<file path="src/rtl/uart_pkg.sv">
// uart_pkg: shared scheduler state encoding and default byte width
package uart_pkg;
  typedef enum logic [1:0] {IDLE, LAUNCH, WAIT_BUSY, WAIT_DONE} state_t;
  localparam int DATA_W_DEF = 8;
endpackage

</file>
<file path="src/rtl/uart_tx_sched_if.sv">
// uart_tx_sched_if: requester handshakes, frame config, transmitter launch/busy and scheduler status
// master: requesters plus transmitter side; slave: the scheduler
interface uart_tx_sched_if
  import uart_pkg::*;
#(
  parameter int N_REQ = 2,
  parameter int DATA_W = DATA_W_DEF
);
  logic [N_REQ-1:0] req_valid, req_ready;
  logic [N_REQ*DATA_W-1:0] req_data;
  logic cfg_par_en, cfg_par_type;
  logic [DATA_W-1:0] tx_p_data;
  logic tx_data_valid, tx_par_en, tx_par_type, tx_busy;
  logic sched_busy, to_err;
  logic [$clog2(N_REQ)-1:0] last_gnt;
  modport master (
    output req_valid, req_data, cfg_par_en, cfg_par_type, tx_busy,
    input req_ready, tx_p_data, tx_data_valid, tx_par_en, tx_par_type, sched_busy, to_err, last_gnt
  );
  modport slave (
    input req_valid, req_data, cfg_par_en, cfg_par_type, tx_busy,
    output req_ready, tx_p_data, tx_data_valid, tx_par_en, tx_par_type, sched_busy, to_err, last_gnt
  );
endinterface

</file>
<file path="src/rtl/rr_arbiter.sv">
// rr_arbiter: combinational round-robin pick, searching upward from ptr with wrap
// ports: req (request vector), ptr (search start) -> gnt (one-hot), idx (encoded winner), any (request present)
module rr_arbiter #(
  parameter int N_REQ = 2,
  localparam int IDX_W = $clog2(N_REQ)
) (
  input  logic [N_REQ-1:0] req,
  input  logic [IDX_W-1:0] ptr,
  output logic [N_REQ-1:0] gnt,
  output logic [IDX_W-1:0] idx,
  output logic             any
);
  // scan from farthest to nearest so the nearest requester above ptr overwrites last
  always_comb begin
    idx = '0;
    for (int i = N_REQ - 1; i >= 0; i--)
      if (req[(int'(ptr) + i) % N_REQ]) idx = IDX_W'((int'(ptr) + i) % N_REQ);
  end
  assign any = |req;
  assign gnt = any ? N_REQ'(1) << idx : '0;
endmodule

</file>
<file path="src/rtl/uart_tx_sched.sv">
// uart_tx_sched: round-robin scheduler sharing one UART transmitter among N_REQ byte producers
// ports: clk, rst_n (async active-low), bus (slave side: requester handshakes, config, launch pulse, busy tracking, status)
module uart_tx_sched
  import uart_pkg::*;
#(
  parameter int N_REQ = 2,
  parameter int DATA_W = DATA_W_DEF,
  parameter int BUSY_TIMEOUT = 4
) (
  input logic clk,
  input logic rst_n,
  uart_tx_sched_if.slave bus
);
  localparam int IDX_W = $clog2(N_REQ);
  localparam int CNT_W = $clog2(BUSY_TIMEOUT + 1);
  state_t state, state_nxt;
  logic [IDX_W-1:0] ptr, win;
  logic [N_REQ-1:0] gnt;
  logic any, grant, timeout;
  logic [CNT_W-1:0] cnt, cnt_inc;
  rr_arbiter #(.N_REQ(N_REQ)) u_arb (
    .req(bus.req_valid),
    .ptr(ptr),
    .gnt(gnt),
    .idx(win),
    .any(any)
  );
  assign cnt_inc = cnt == CNT_W'(BUSY_TIMEOUT) ? cnt : cnt + CNT_W'(1);
  // the timeout fires in the cycle whose increment reaches the limit; a busy rise that cycle wins
  assign timeout = state == WAIT_BUSY && !bus.tx_busy && cnt_inc == CNT_W'(BUSY_TIMEOUT);
  assign bus.sched_busy = state != IDLE;
  assign bus.to_err = timeout;
  assign bus.tx_data_valid = state == LAUNCH;
  always_comb begin
    state_nxt = state;
    bus.req_ready = '0;
    grant = 1'b0;
    case (state)
      IDLE: begin
        bus.req_ready = bus.tx_busy ? '0 : gnt;
        grant = any && !bus.tx_busy;
        state_nxt = grant ? LAUNCH : IDLE;
      end
      LAUNCH: state_nxt = WAIT_BUSY;
      WAIT_BUSY: state_nxt = bus.tx_busy ? WAIT_DONE : timeout ? IDLE : WAIT_BUSY;
      default: state_nxt = bus.tx_busy ? WAIT_DONE : IDLE;
    endcase
  end
  always_ff @(posedge clk or negedge rst_n)
    if (!rst_n) begin
      state <= IDLE;
      ptr <= '0;
      cnt <= '0;
      bus.tx_p_data <= '0;
      bus.tx_par_en <= 1'b0;
      bus.tx_par_type <= 1'b0;
      bus.last_gnt <= '0;
    end else begin
      state <= state_nxt;
      cnt <= state == LAUNCH ? '0 : state == WAIT_BUSY ? cnt_inc : cnt;
      if (grant) begin
        bus.tx_p_data <= bus.req_data[win*DATA_W +: DATA_W];
        bus.tx_par_en <= bus.cfg_par_en;
        bus.tx_par_type <= bus.cfg_par_type;
        bus.last_gnt <= win;
        ptr <= win == IDX_W'(N_REQ - 1) ? '0 : win + IDX_W'(1);
      end
    end
endmodule

</file>
<file path="src/flat_wrapper.sv">
// flat-port wrapper written by rule: the top's interface ports become plain ports
module uart_tx_sched_flat import uart_pkg::*;
#(
  parameter int N_REQ = 2,
  parameter int DATA_W = DATA_W_DEF,
  parameter int BUSY_TIMEOUT = 4
)
  (clk, rst_n, bus_req_valid, bus_req_data, bus_cfg_par_en, bus_cfg_par_type, bus_tx_busy, bus_req_ready, bus_tx_p_data, bus_tx_data_valid, bus_tx_par_en, bus_tx_par_type, bus_sched_busy, bus_to_err, bus_last_gnt);
  uart_tx_sched_if #(.N_REQ(N_REQ), .DATA_W(DATA_W)) bus_i ();
  input logic clk;
  input logic rst_n;
  input wire logic [$bits(bus_i.req_valid)-1:0] bus_req_valid;
  input wire logic [$bits(bus_i.req_data)-1:0] bus_req_data;
  input wire logic [$bits(bus_i.cfg_par_en)-1:0] bus_cfg_par_en;
  input wire logic [$bits(bus_i.cfg_par_type)-1:0] bus_cfg_par_type;
  input wire logic [$bits(bus_i.tx_busy)-1:0] bus_tx_busy;
  output wire logic [$bits(bus_i.req_ready)-1:0] bus_req_ready;
  output wire logic [$bits(bus_i.tx_p_data)-1:0] bus_tx_p_data;
  output wire logic [$bits(bus_i.tx_data_valid)-1:0] bus_tx_data_valid;
  output wire logic [$bits(bus_i.tx_par_en)-1:0] bus_tx_par_en;
  output wire logic [$bits(bus_i.tx_par_type)-1:0] bus_tx_par_type;
  output wire logic [$bits(bus_i.sched_busy)-1:0] bus_sched_busy;
  output wire logic [$bits(bus_i.to_err)-1:0] bus_to_err;
  output wire logic [$bits(bus_i.last_gnt)-1:0] bus_last_gnt;
  assign bus_i.req_valid = bus_req_valid;
  assign bus_i.req_data = bus_req_data;
  assign bus_i.cfg_par_en = bus_cfg_par_en;
  assign bus_i.cfg_par_type = bus_cfg_par_type;
  assign bus_i.tx_busy = bus_tx_busy;
  assign bus_req_ready = bus_i.req_ready;
  assign bus_tx_p_data = bus_i.tx_p_data;
  assign bus_tx_data_valid = bus_i.tx_data_valid;
  assign bus_tx_par_en = bus_i.tx_par_en;
  assign bus_tx_par_type = bus_i.tx_par_type;
  assign bus_sched_busy = bus_i.sched_busy;
  assign bus_to_err = bus_i.to_err;
  assign bus_last_gnt = bus_i.last_gnt;
  uart_tx_sched #(.N_REQ(N_REQ), .DATA_W(DATA_W), .BUSY_TIMEOUT(BUSY_TIMEOUT)) u_core (.clk(clk), .rst_n(rst_n), .bus(bus_i));
endmodule
</file>
<file path="config.mk">
export PLATFORM = sky130hd
export DESIGN_NAME = uart_tx_sched_flat
export DESIGN_NICKNAME = d
export VERILOG_FILES = /design/src/rtl/uart_pkg.sv /design/src/rtl/uart_tx_sched_if.sv /design/src/rtl/rr_arbiter.sv /design/src/rtl/uart_tx_sched.sv /design/src/flat_wrapper.sv
export SDC_FILE = /design/constraint.sdc
export NUM_CORES = 1
export LEC_CHECK = 0
export CORE_MARGIN = 2
export CORE_UTILIZATION = 25
export CTS_CLUSTER_SIZE = 10
export DETAILED_ROUTE_END_ITERATION = 8
export GPL_ROUTABILITY_DRIVEN = 0
export GPL_TIMING_DRIVEN = 0
export PLACE_DENSITY_LB_ADDON = 0.08
export SETUP_SLACK_MARGIN = 0.1
export SLEW_MARGIN = 15
export SYNTH_ARGS = -nofsm -noshare
export SYNTH_HDL_FRONTEND = slang
export SYNTH_SLANG_ARGS = --single-unit
</file>
<file path="constraint.sdc">
create_clock -name clk -period 2.3 [get_ports clk]
set_input_delay 0.46 -clock clk [delete_from_list [all_inputs] [get_ports clk]]
set_output_delay 0.46 -clock clk [all_outputs]
set_load 0.1 [all_outputs]
</file>
; ---- Word level (Yosys, flattened, before mapping)
; Cells that the tools add are included.
[totals]
reg_bits = 17
input_bits = 23
out_inout_bits = 16
elab_cells = 47
[op_classes]
addsub = 3
magnitude_cmp = 2
n_eq_ne = 4
shift = 2
mux = 20
bitwise_logic = 1
n_reduce_logical = 8
[op_table]
columns = operator, n
row1 = 16-bit by 5-bit indexed part select with 8-bit output, 1
row2 = 2-bit two-way mux, 6
row3 = 1-bit two-way mux, 10
row4 = 3-bit two-way mux, 3
row5 = "3-bit equality test, second input constant", 2
row6 = 2-bit one-hot mux with 3 select lines, 1
row7 = 2-bit nonzero test, 2
row8 = "3-bit by 1-bit adder with 3-bit output, second input constant", 1
row9 = 1-bit logical AND, 3
row10 = "2-bit by 3-bit < comparator with 1-bit output, second input constant", 1
row11 = "1-bit adder, second input constant", 2
row12 = "2-bit by 1-bit equality test with 1-bit output, second input constant", 1
row13 = "2-bit equality test, second input constant", 1
row14 = 2-bit zero test, 1
row15 = "1-bit by 2-bit < comparator with 1-bit output, second input constant", 1
row16 = 2-bit OR reduction, 1
row17 = "1-bit by 1-bit << shifter with 2-bit output, first input constant", 1
row18 = "1-bit AND, first input constant", 1
row19 = 1-bit zero test, 1

; ---- Logic depth before layout (Yosys ltp)
; Gate-level depths: netlist of the first run.
[depth]
depth_word = 11
mapped_depth = 7
ltp_nobuf = 5

; ---- Modules after synthesis
; A second synthesis of the first run with hierarchy kept.
[unflattened]
cells_unflattened = 87
hier_area_um2 = 919.6
[by_module_without_submodules]
columns = module, instances, cells_each, area_per_inst_um2, seq_area_each_um2
row1 = uart_tx_sched, 1, 82, 887.1, 425.4
row2 = rr_arbiter, 1, 5, 32.5, 0.0

; ---- Worst setup path after synthesis of the first run
; OpenSTA, ideal clock, no wires.
[synth_timing]
path_type = flip-flop to output port
start = reg u_core.cnt[0]
end = out bus_to_err
arrival_ns = 2.196
t_required_ns = 1.840
slack_ns = -0.356
stages_incl_launch_ff = 6
n_path_buf = 0
path_cell_list = dfrtp_1 -> inv_1 -> ha_1 -> nor2_1 -> o2111ai_1 -> nor2_1
[synth_via]
elab_chain_len = 4
elab_cells_between_ends = 5
cone_classes = add/sub: 1 / eq/ne: 2 / mux: 1 / reduce/logical: 1
[synth_lines]
columns = element, line
row1 = from (decl), uart_tx_sched.sv:20  ; logic [CNT_W-1:0] cnt, cnt_inc;
row2 = from (signal assigned), uart_tx_sched.sv:60  ; cnt <= state == LAUNCH ? '0 : state == WAIT_BUSY ? cnt_inc : cnt;
row3 = 3-bit by 1-bit adder with 3-bit output or 3-bit equality test (tied branches), uart_tx_sched.sv:28  ; assign cnt_inc = cnt == CNT_W'(BUSY_TIMEOUT) ? cnt : cnt + CNT_W'(1);
row4 = 3-bit two-way mux (*), uart_tx_sched.sv:28
row5 = 3-bit equality test (*), uart_tx_sched.sv:30  ; assign timeout = state == WAIT_BUSY && !bus.tx_busy && cnt_inc == CNT_W'(BUSY_TIMEOUT);
row6 = 1-bit logical AND (*), uart_tx_sched.sv:30
row7 = to (decl), flat_wrapper.sv:23  ; output wire logic [$bits(bus_i.to_err)-1:0] bus_to_err;
; Every way passes the cells marked *; elsewhere a longest branch is shown, timed or not.

; ---- Worst setup path in the final report of the first run
[layout_timing]
start = reg u_core.state[0]
end = out bus_req_ready[1]
[layout_via]
elab_chain_len = 2
[layout_lines]
columns = element, line
row1 = from (decl), uart_tx_sched.sv:16  ; state_t state, state_nxt;
row2 = from (signal assigned), uart_tx_sched.sv:59  ; state <= state_nxt;
row3 = 2-bit zero test, uart_tx_sched.sv:38  ; case (state)
row4 = 2-bit two-way mux, uart_tx_sched.sv:38
row5 = to (decl), flat_wrapper.sv:17  ; output wire logic [$bits(bus_i.req_ready)-1:0] bus_req_ready;
; No other way between the ends.

==> results.ini, run 1 <==
[outcome]
status=finished, final reports clean

[layout]
diodes=0
layout-drive-gt1-share_pct=28.3
final_cell_area_um2=1500
fin_nets=157
post-route-util_pct=44.1
area_delta_synth_final_pct=67.0

[cts]
cts-root-buf=clkbuf_4
numCtsBuffers=3
clock_path_buffers=2
cts_num_sinks=17
clk_latency_ns=0.29
path_clk_slew_ns=0.09
h-tree-depth=1
cts_tree=yes

[floorplan]
die_h_um=63.9
ios=39
fp.dieW_um=63.9
design.die.area_um2=4080
design.core.area_um2=3390
initial_core_util_pct=26.4
rows=21

[routing]
drt-total-wl_um=2210
drtPass1Iterations=3
vias=763
via_per_inst=4.41
drc=0
antenna_left=0
routedWlPerCell_um=12.8
first_iter_violations=33

[global_routing]
grt-ovfl-total=0
first_global_vias=848
antenna_found_initial=0
grt_pass1_wl_um=3820
track_usage_pct=11.8
grt_max_degree=18

[logic_synthesis]
ys_seq_area_share_pct=47.5
synth-warning-count=0
netlist_area_um2=896
ys_seq_elements=17
syn-instance-count=78
synthDistinctLibCells=26
synth_fp_nets=107
avgSynthCellArea_um2=11.5

[placed_design]
dp_hpwl_um=1600
placed_cell_area_um2=1340
io_buffers=38
pre_cts_ws_ns=-0.895

[critical_path]
cp-end-kind=primary output
worstPathArrival_ns=1.66
cpLargestDelayFamily=buffers and inverters
required_ns=1.84
crit_fanout=5
crit_type=flop to primary output
startpoint_type=flop
critPathBufInv=4
crit_chain=inv_2, ha_2, nor2b_4, buf_6, and3_4, buf_8, buf_12
cp_slowest_stage_delay_ns=0.41
reg2reg_slack_ns=0.60
crit_path_top_delay_cell=dfrtp_1

[timing]
hold_violations=0
grt_setup_unrepaired=false
max_freq_mhz=473
final-max-slew-violation-count=0
skew_ns=0.00979
tightest_slew_ns=0.962
setup_viol=0
worst_slack_ns=0.185
maxSlewHeadroom_pct=36.1
period_share_pct=92.0
layout_min_cycle_time_ns=2.12

[worst_hold_path]
hold_class=flop to flop

[job]
cap_violations=0

[synthesized netlist by cell type, drive strengths merged]
cell	count	share of area [%]
dfrtp	17	47
a21boi	8	6.7
a221o	8	8.9
ha	6	8.4
inv	6	2.5
buf	4	3.6
nand2	3	1.3
o21ai	3	1.7
a21o	2	1.8
a21oi	2	1.1
and3	2	2.1
mux2	2	2.5
nand2b	2	1.4
nand3b	2	1.7
nor2	2	0.84
nor2b	2	1.7
or2	2	1.4
a2bb2oi	1	0.98
o2111ai	1	0.98
o2bb2ai	1	0.98
o31a	1	0.98
xnor2	1	0.98
[final cells by class]
cell class | instances | area, um2
multi-input cells | 51 | 470
well taps | 46 | 57.6
plain buffers | 4 | 38.8
clock inverters | 1 | 5.00
fillers | 336 | 1890
repair buffers | 45 | 454
flip-flops and latches | 17 | 425
clock buffers | 3 | 22.5
inverters | 6 | 22.5
[sequential cells by signal, summed over array words and instances (netlist names)]
signal                  count
u_core.bus.tx_p_data        8
u_core.cnt                  3
u_core.state                2
u_core.bus.last_gnt         1
u_core.bus.tx_par_en        1
u_core.bus.tx_par_type      1
u_core.ptr                  1
[path summary, 6_finish.rpt]
path	start	end	cells past startpoint
worst max register to register	u_core.state[0]	u_core.bus.tx_p_data[2]	8
max in group asynchronous	rst_n	u_core.state[0]	1
worst max-delay path	u_core.state[0]	bus_req_ready[1]	7
min in group asynchronous	rst_n	u_core.bus.tx_p_data[3]	1
worst min-delay path	u_core.bus.last_gnt	u_core.bus.last_gnt	1
worst min register to register	u_core.bus.last_gnt	u_core.bus.last_gnt	1
[kinds of logic after synthesis]
kind of cell	count (synthesis)	synth area share, %
AO/OA/AOI/OAI	27	24.2
flip-flops	17	47.5
AND/OR/NAND/NOR	15	10.3
buffers and inverters	10	6.14
adder cells (fa/ha/maj)	6	8.38
multiplexers	2	2.51
XOR/XNOR	1	0.978
[metal layers]
layer	track usage [%]	wire, um	vias up
li1	-	-	383
met1	13.8	1010	358
met2	20.8	1070	20
met3	3.87	103	2
met4	2.45	18	0
met5	0	0	-
[metrics by stage]
stage / setup TNS [ns] / hold slack, ns / instances
floorplan: 0 / 0.164 / 78
global placement: -2.48 / 0.469 / 162
detailed placement: -2.47 / 0.480 / 162
CTS: 0 / 0.499 / 166
global route: 0 / 0.534 / 173
finish: 0 / 0.490 / 173
[what timing repair did]
item                       in CTS  in global routing
resized for setup              46                 10
setup endpoints to repair      16                  3
pin swaps                       0                  3
hold buffers                    0                  0
setup buffers                   0                  7
[worst register-to-register path, stage by stage, from the launching register on]
cell and delay (ns):
dfrtp_1 0.39, inv_2 0.06, ha_2 0.18, nor2b_4 0.13, buf_6 0.12, and3_4 0.16, buf_8 0.12, buf_4 0.15
a221o_1 0.29
[cells in the final DEF, fill, tap and decap left out, drive strengths merged, types with 3 or more instances in the layout]
master | Yosys | layout
o21ai | 3 | 3
nand2 | 3 | 3
clkbuf | 0 | 3
buf | 4 | 14
clkdlybuf4s50 | 0 | 21
a221o | 8 | 8
a21boi | 8 | 8
inv | 6 | 6
dlygate4sd2 | 0 | 11
dfrtp | 17 | 17
ha | 6 | 6
Power of run 1 is left out: the tool's default activity adds up to more than one toggle a clock period on the data nets, which glitch-free logic cannot reach.
==> run 2: changes to the inputs <==
--- a/config.mk
+++ b/config.mk
@@ -5,6 +5,7 @@
 export SDC_FILE = /design/constraint.sdc
 export NUM_CORES = 1
 export LEC_CHECK = 0
+export ABC_CLOCK_PERIOD_IN_PS = 2300
 export CORE_MARGIN = 2
 export CORE_UTILIZATION = 25
 export CTS_CLUSTER_SIZE = 10
==> results of run 2 <==
No change in the layout: final DEF, timing and power equal those of run 1.
Power of run 2 is left out for the same reason.
